==> config.mk <==
export PLATFORM = sky130hd
export DESIGN_NAME = m5_mig_queue
export DESIGN_NICKNAME = d
export VERILOG_FILES = /design/src/rtl/m5_mig_queue.sv
export SDC_FILE = /design/constraint.sdc
export NUM_CORES = 1
export LEC_CHECK = 0
export ABC_AREA = 0
export CAP_MARGIN = 5
export CORE_MARGIN = 2
export CORE_UTILIZATION = 55
export DETAILED_ROUTE_END_ITERATION = 12
export PLACE_DENSITY_LB_ADDON = 0.1
export SLEW_MARGIN = 10
export SYNTH_ARGS = -nofsm -noshare
export SYNTH_HDL_FRONTEND = slang
export SYNTH_SLANG_ARGS = --single-unit
export TNS_END_PERCENT = 100
==> constraint.sdc <==
create_clock -name clk -period 10.24 [get_ports clk]
set_input_delay 2.048 -clock clk [delete_from_list [all_inputs] [get_ports clk]]
set_output_delay 2.048 -clock clk [all_outputs]
set_load 0.05 [all_outputs]
==> src/rtl/m5_mig_queue.sv <==
// Merges the hot-page and hot-cacheline migration address streams into one tagged request stream.
// Optional build macro M5_MIG_DEDUP_EN drops back-to-back duplicate addresses per source.
module m5_mig_queue #(
  parameter int ADDR_SIZE       = 28,
  parameter int FIFO_DEPTH      = 16,
  parameter int FIFO_DEPTH_BITS = 4,
  parameter int CNT_WIDTH       = 32
) (
  input  logic                       clk,
  input  logic                       rst,
  input  logic                       page_mig_addr_en,
  input  logic [ADDR_SIZE-1:0]       page_mig_addr,
  output logic                       page_mig_addr_ready,
  input  logic                       cache_mig_addr_en,
  input  logic [ADDR_SIZE-1:0]       cache_mig_addr,
  output logic                       cache_mig_addr_ready,
  output logic                       mig_req_valid,
  output logic [ADDR_SIZE-1:0]       mig_req_addr,
  output logic                       mig_req_is_page,
  input  logic                       mig_req_ready,
  output logic [FIFO_DEPTH_BITS:0]   page_occ,
  output logic [FIFO_DEPTH_BITS:0]   cache_occ,
  output logic [CNT_WIDTH-1:0]       page_acc_cnt,
  output logic [CNT_WIDTH-1:0]       cache_acc_cnt,
  output logic [CNT_WIDTH-1:0]       drop_cnt
);

  // Handshake: a beat transfers on a rising edge where valid (en) and ready are both high;
  // the producer holds valid/data until then, and ready never depends on the same-cycle pop.
  localparam logic [FIFO_DEPTH_BITS:0]   OCC_ONE  = (FIFO_DEPTH_BITS+1)'(1);
  localparam logic [FIFO_DEPTH_BITS:0]   OCC_FULL = (FIFO_DEPTH_BITS+1)'(FIFO_DEPTH);
  localparam logic [FIFO_DEPTH_BITS-1:0] PTR_ONE  = FIFO_DEPTH_BITS'(1);

  logic [ADDR_SIZE-1:0]       page_mem  [FIFO_DEPTH];
  logic [ADDR_SIZE-1:0]       cache_mem [FIFO_DEPTH];
  logic [FIFO_DEPTH_BITS-1:0] page_wr, page_rd, cache_wr, cache_rd;
  logic [FIFO_DEPTH_BITS:0]   page_occ_nxt, cache_occ_nxt;
  logic                       rr;

  logic page_acc, cache_acc, page_dup, cache_dup;
  logic page_push, cache_push, page_pop, cache_pop;
  logic page_ne, cache_ne, load, sel_page;

  function automatic logic [CNT_WIDTH-1:0] sat_inc(input logic [CNT_WIDTH-1:0] cnt,
                                                   input logic [1:0] inc);
    logic [CNT_WIDTH:0] sum;
    sum = {1'b0, cnt} + {{(CNT_WIDTH-1){1'b0}}, inc};
    return sum[CNT_WIDTH] ? '1 : sum[CNT_WIDTH-1:0];
  endfunction

`ifdef M5_MIG_DEDUP_EN
  logic [ADDR_SIZE-1:0] page_last, cache_last;
  logic                 page_last_vld, cache_last_vld;

  assign page_dup  = page_last_vld  && (page_last  == page_mig_addr);
  assign cache_dup = cache_last_vld && (cache_last == cache_mig_addr);

  always_ff @(posedge clk) begin
    if (rst) begin
      page_last      <= '0;
      cache_last     <= '0;
      page_last_vld  <= 1'b0;
      cache_last_vld <= 1'b0;
      drop_cnt       <= '0;
    end else begin
      if (page_push) begin
        page_last     <= page_mig_addr;
        page_last_vld <= 1'b1;
      end
      if (cache_push) begin
        cache_last     <= cache_mig_addr;
        cache_last_vld <= 1'b1;
      end
      if ((page_acc && page_dup) || (cache_acc && cache_dup))
        drop_cnt <= sat_inc(drop_cnt, {page_acc && page_dup && cache_acc && cache_dup,
                                       (page_acc && page_dup) ^ (cache_acc && cache_dup)});
    end
  end
`else
  assign page_dup  = 1'b0;
  assign cache_dup = 1'b0;
  assign drop_cnt  = '0;
`endif

  assign page_acc   = page_mig_addr_en  && page_mig_addr_ready;
  assign cache_acc  = cache_mig_addr_en && cache_mig_addr_ready;
  assign page_push  = page_acc  && !page_dup;
  assign cache_push = cache_acc && !cache_dup;

  assign page_ne   = (page_occ  != '0);
  assign cache_ne  = (cache_occ != '0);
  assign load      = !mig_req_valid || mig_req_ready;
  // With both sources pending rr decides; otherwise whichever one has data wins.
  assign sel_page  = page_ne && (!cache_ne || !rr);
  assign page_pop  = load && sel_page;
  assign cache_pop = load && cache_ne && !sel_page;

  always_comb begin
    page_occ_nxt = page_occ;
    if (page_push && !page_pop)      page_occ_nxt = page_occ + OCC_ONE;
    else if (!page_push && page_pop) page_occ_nxt = page_occ - OCC_ONE;
    cache_occ_nxt = cache_occ;
    if (cache_push && !cache_pop)      cache_occ_nxt = cache_occ + OCC_ONE;
    else if (!cache_push && cache_pop) cache_occ_nxt = cache_occ - OCC_ONE;
  end

  always_ff @(posedge clk) begin
    if (page_push)  page_mem[page_wr]   <= page_mig_addr;
    if (cache_push) cache_mem[cache_wr] <= cache_mig_addr;
  end

  always_ff @(posedge clk) begin
    if (rst) begin
      page_wr              <= '0;
      page_rd              <= '0;
      cache_wr             <= '0;
      cache_rd             <= '0;
      page_occ             <= '0;
      cache_occ            <= '0;
      page_mig_addr_ready  <= 1'b0;
      cache_mig_addr_ready <= 1'b0;
      mig_req_valid        <= 1'b0;
      mig_req_addr         <= '0;
      mig_req_is_page      <= 1'b0;
      rr                   <= 1'b0;
      page_acc_cnt         <= '0;
      cache_acc_cnt        <= '0;
    end else begin
      if (page_push)  page_wr  <= page_wr + PTR_ONE;
      if (page_pop)   page_rd  <= page_rd + PTR_ONE;
      if (cache_push) cache_wr <= cache_wr + PTR_ONE;
      if (cache_pop)  cache_rd <= cache_rd + PTR_ONE;
      page_occ             <= page_occ_nxt;
      cache_occ            <= cache_occ_nxt;
      page_mig_addr_ready  <= (page_occ_nxt  != OCC_FULL);
      cache_mig_addr_ready <= (cache_occ_nxt != OCC_FULL);
      if (page_push)  page_acc_cnt  <= sat_inc(page_acc_cnt, 2'd1);
      if (cache_push) cache_acc_cnt <= sat_inc(cache_acc_cnt, 2'd1);
      // Serving page hands priority to cache next time, and vice versa.
      if (load) begin
        if (page_pop) begin
          mig_req_valid   <= 1'b1;
          mig_req_addr    <= page_mem[page_rd];
          mig_req_is_page <= 1'b1;
          rr              <= 1'b1;
        end else if (cache_pop) begin
          mig_req_valid   <= 1'b1;
          mig_req_addr    <= cache_mem[cache_rd];
          mig_req_is_page <= 1'b0;
          rr              <= 1'b0;
        end else begin
          mig_req_valid   <= 1'b0;
        end
      end
    end
  end

endmodule

* Word level (Yosys, flattened, before mapping) *
Memories as Yosys holds them, arrays and structs flattened. A register that Yosys moved wholly into a read port is not among the register bits.
Index checks and enable logic that the tools add are counted.
Widths: inputs -> output; s select.

word-level totals
  memories = 2
  memory bits (writable) = 896
  latch bits = 0
  logic and storage cells = 71
  bits of input ports = 61
  ROM bits = 0
  output and inout port bits = 138
  register bits = 122

operators by class
  muxes and demuxes = 20
  shift-type cells = 0
  $add $sub $neg = 10
  equality and inequality tests = 2
  $mul = 0
  reductions and logical operators = 24
  magnitude comparators = 0
  bitwise operators = 0
  divide/modulo/power cells = 0

memory list
  memory     depth  width  read ports  clocked after Yosys merged registers in  write ports  line  source
  cache_mem  16     28     1           1                                        1            35    logic [ADDR_SIZE-1:0] cache_mem [FIFO_DEPTH];
  page_mem   16     28     1           1                                        1            34    logic [ADDR_SIZE-1:0] page_mem [FIFO_DEPTH];

operator list
  cell                   number
  $add 32x1->33 const B  2
  $mux 32                2
  $mux 28                2
  $mux 5                 4
  $add 4x1->4 const B    4
  $mux 4                 4
  $add 5x1->5 const B    2
  $logic_and 1x1->1      10
  $ne 5x5->1 const B     2
  $reduce_bool 5->1      2
  $sub 5x1->5 const B    2
  $logic_not 1->1        8
  $mux 1                 8
  $logic_or 1x1->1       2
  $reduce_and 2->1       1
  $reduce_bool 2->1      1

* Longest topological paths before layout *
  word-level depth = 10
  gate-level depth with buffers = 10
  mapped depth without buffers = 8

* Worst setup path before layout *
OpenSTA, ideal clock, no wires.

  kind = in2reg
  from = input cache_mig_addr_en
  to = memory cache_mem[3][0], enable pin
  slack = 4.975 ns
  library setup time = 0.448 ns
  path buffers = 2
  cell stages on the path = 5
  arrival = 4.817 ns
  required time = 9.792 ns
  path through = and2_1 > clkbuf_1 > clkbuf_1 > nand2_1 > nor3_1

between the ends
  longest elaborated chain between the ends = 3

ends and longest elaborated chain
  element                       line  source
  from (decl)                   14    input logic cache_mig_addr_en,
  $logic_and 1x1->1             86    assign cache_acc = cache_mig_addr_en && cache_mig_addr_ready;
  $mux 1                        109   if (cache_push) cache_mem[cache_wr] <= cache_mig_addr;
  $mux 1 (implied by the code)  109
  to (decl)                     35

No other way between the ends.

* Worst setup path in the final report *
  from = input cache_mig_addr_en
  to = memory cache_mem[0][17], enable pin

Same word-level chain as after synthesis.

==> flow_metrics.py <==
metrics = {
    "hold_path": {
        "min_delay_worst_endpoint": "page_wr[1]",
        "hold_start": "page_wr[1]",
        "hold_class": "reg -> reg",
        "holdPathStages": 2,
    },
    "route": {
        "vias": 19500,
        "viasPerCell": 5.99,
        "dr.first_iter.drc_count": 1727,
        "firstDrtPassIters": 7,
        "remaining_drc_errors": 0,
        "wirelength_mm": 82.9,
        "routedWlPerCell_um": 25.5,
        "ant_nets": 0,
    },
    "floorplan": {
        "dieArea_mm2": 0.0747,
        "start_util_pct": 55.7,
        "core_area_mm2": 0.0716,
        "ioPinCount": 199,
        "die_h_um": 273,
        "num_rows": 98,
        "die_w_um": 273,
    },
    "worst_setup_path": {
        "required_ns": 10.55,
        "cp.arrival_ns": 4.90,
        "path_buf_inv": 2,
        "crit_family": "simple AND/OR/NAND/NOR gates",
        "reg2regPathDepth": 6,
        "slowest_delay_ns": 0.99,
        "cp-end-kind": "flop",
        "crit_fanout": 17,
        "critPathLaunchType": "input pin",
        "rr_endpoint": "mig_req_addr[3]",
        "worstSetupPathType": "in -> reg",
        "slowest_stage": "nor3_2",
        "crit_chain": "clkdlybuf4s50_1, and2_1, nand2_1, nor3_2, buf_4",
        "rrSetupSlack_ns": 6.16,
    },
    "layout": {
        "fin_cells": 3254,
        "drive_gt1_share_pct": 22.0,
        "fin_nets": 2296,
        "synthToLayoutAreaGrowth_pct": 14.9,
        "diodes": 0,
    },
    "synthesis": {
        "netlist_instances": 2026,
        "async_flop_share_pct": 0,
        "synthMostInstantiatedCell": "edfxtp_1",
        "post_synth.cell_area_avg_um2": 19.7,
        "ys_seq_area_share_pct": 74.0,
        "synth-warning-count": 0,
        "ys_ff_latch": 1026,
        "synth_top_cell_area_share_pct": 67.5,
        "synth_area_leaders": "edfxtp_1, mux4_2, dfxtp_1",
        "synth_edf_count": 896,
        "synth_cell_types": 60,
        "synth_ff_type": "edfxtp_1",
        "ys_top_cells_by_count": "edfxtp_1, mux4_2, dfxtp_1",
        "synth_top_cell_by_area": "edfxtp_1",
        "syn-cell-area_mm2": 0.0399,
    },
    "timing": {
        "slew_headroom_pct": 18.2,
        "setup_tns_ns": 0,
        "skew_ns": 0.0143,
        "period_share_pct": 44.8,
        "finalSetupViolations": 0,
        "tightestPinTransition_ns": 1.22,
        "rsz0062_at_grt": "false",
        "fmax_mhz": 218,
        "finalHoldViolCount": 0,
        "fin_crit_ns": 4.59,
        "whs_ns": 0.517,
        "slew_viol_final": 0,
    },
    "clocking": {
        "cts_tree": "done",
        "cts_root_buf": "clkbuf_16",
        "cts_hold_buf": 0,
        "clkLatencyLatePin_ns": 0.65,
        "htreeDepth": 3,
        "cts_made_buffers": 104,
        "cts_setup_buffers": 0,
        "ctsResizeCount": 0,
        "clk_pin_slew_worst_paths_ns": 0.06,
        "cts.sinks": 1026,
        "cts.path.max_buffers": 3,
    },
    "placed_design": {
        "place_inst": 3061,
        "io_buffers": 166,
        "place.gp.congestion": 0.794,
        "dpl.hpwl_mm": 48.8,
    },
    "run_status": {
        "status": "finished clean",
    },
    "pwr": {
        "p_leak_nw": 14.1,
        "power_density_mw_per_mm2": 230,
        "max-vdd-ir-drop_mv": 0.154,
    },
    "global_route": {
        "overflow": 0,
        "track_usage_pct": 22.6,
        "grt_max_degree": 77,
        "grt_pass1_vias": 20100,
        "grt_antenna_before_repair": 1,
        "grt_pass1_wl_mm": 126,
    },
    "run": {
        "max_cap_violations": 0,
    },
}
-- kinds of logic after synthesis --
family | synth area share [%]
buffers and inverters | 1.95
other | 0.00940
multiplexers | 15.8
flip-flops | 74.0
AND/OR/NAND/NOR | 3.73
adder cells (fa/ha/maj) | 0.565
AO/OA/AOI/OAI | 2.40
XOR/XNOR | 1.56
-- report_power, final --
part           internal (W)  switching [W]  leakage [nW]
combinational      0.000911        0.00117          3.39
sequential          0.00467       0.000172          9.13
clock               0.00207        0.00152          1.60
-- registers in the layout (all words and copies together), names as in the netlist, named ones only --
name	count
cache_wr	4
rr	1
mig_req_addr	28
page_occ	5
cache_rd	4
cache_mem	448
page_mem	448
page_acc_cnt	32
mig_req_valid	1
page_rd	4
cache_mig_addr_ready	1
page_mig_addr_ready	1
cache_occ	5
cache_acc_cnt	32
page_wr	4
-- layer usage --
metal | GRT usage, % | up-vias | share of wire, %
met2 | 36.3 | 565 | 50
met4 | 5.90 | 0 | 2.2
met1 | 32.8 | 10300 | 43
met5 | 0 | - | 0
li1 | - | 8545 | -
met3 | 3.82 | 114 | 5.4
-- how the worst max path moves through the flow --
stage                            end  slack [ns]  cells after the start               from
floorplan            cache_mem[3][0]        4.97                      5  cache_mig_addr_en
global placement     cache_mem[0][3]        5.07                      5  cache_mig_addr_en
detailed placement  cache_mem[0][23]        4.97                      5  cache_mig_addr_en
CTS                 cache_mem[0][19]        5.66                      5  cache_mig_addr_en
global route        cache_mem[0][19]        5.54                      5  cache_mig_addr_en
finish              cache_mem[0][17]        5.65                      5  cache_mig_addr_en
-- per-stage QoR --
stage | area, um^2 | setup WS, ns | util [%] | total power (W)
floorplan | 40000 | 4.97 | - | 0.00642
global placement | 42600 | 5.07 | 59.4 | 0.00701
detailed placement | 42600 | 4.97 | 59.4 | 0.00704
CTS | 45800 | 5.66 | 64.0 | 0.0106
global route | 45800 | 5.54 | 64.0 | 0.0109
finish | 45800 | 5.65 | 64.0 | 0.0105
-- layout by cell type, fill, tap and decap left out, drive strengths merged, types with 2 or more instances in the layout --
cell	Yosys	final
o22ai	3	3
clkbuf	47	135
and4b	2	2
a21oi	84	84
conb	1	32
nand2b	7	7
o21ai	6	6
and3b	2	2
clkinvlp	0	5
inv	19	20
clkdlybuf4s50	0	165
nor4	4	4
or3	5	5
and4	8	8
a31oi	3	3
mux2	27	27
edfxtp	896	896
nor2	104	104
and3	10	10
nand4	18	18
a221oi	28	28
dfxtp	130	130
mux2i	29	29
a41oi	4	4
nor3	22	22
xnor2	28	28
buf	87	23
ha	18	18
xor2	42	42
a311oi	5	5
clkinv	0	47
a211oi	6	6
nand2	80	80
nand3	30	30
and2	6	6
mux4	253	253
bufinv	0	5
-- cell type report --
type	count	area (um^2)
flip-flops and latches	1026	29500
fillers	4928	25800
multi-input cells	878	9940
clock buffers	135	2840
repair buffers	188	1820
well taps	950	1190
clock inverters	58	409
inverters	19	71.3
-- worst register-to-register path, cell delays in order, from the launching register on --
cell      delay (ns)
dfxtp_4         0.75
buf_4           0.78
buf_4           0.84
mux4_2          0.65
mux4_2          0.53
a222oi_1        0.31
nor2_1          0.07
Note: power is estimated with default switching activity, not from simulation.
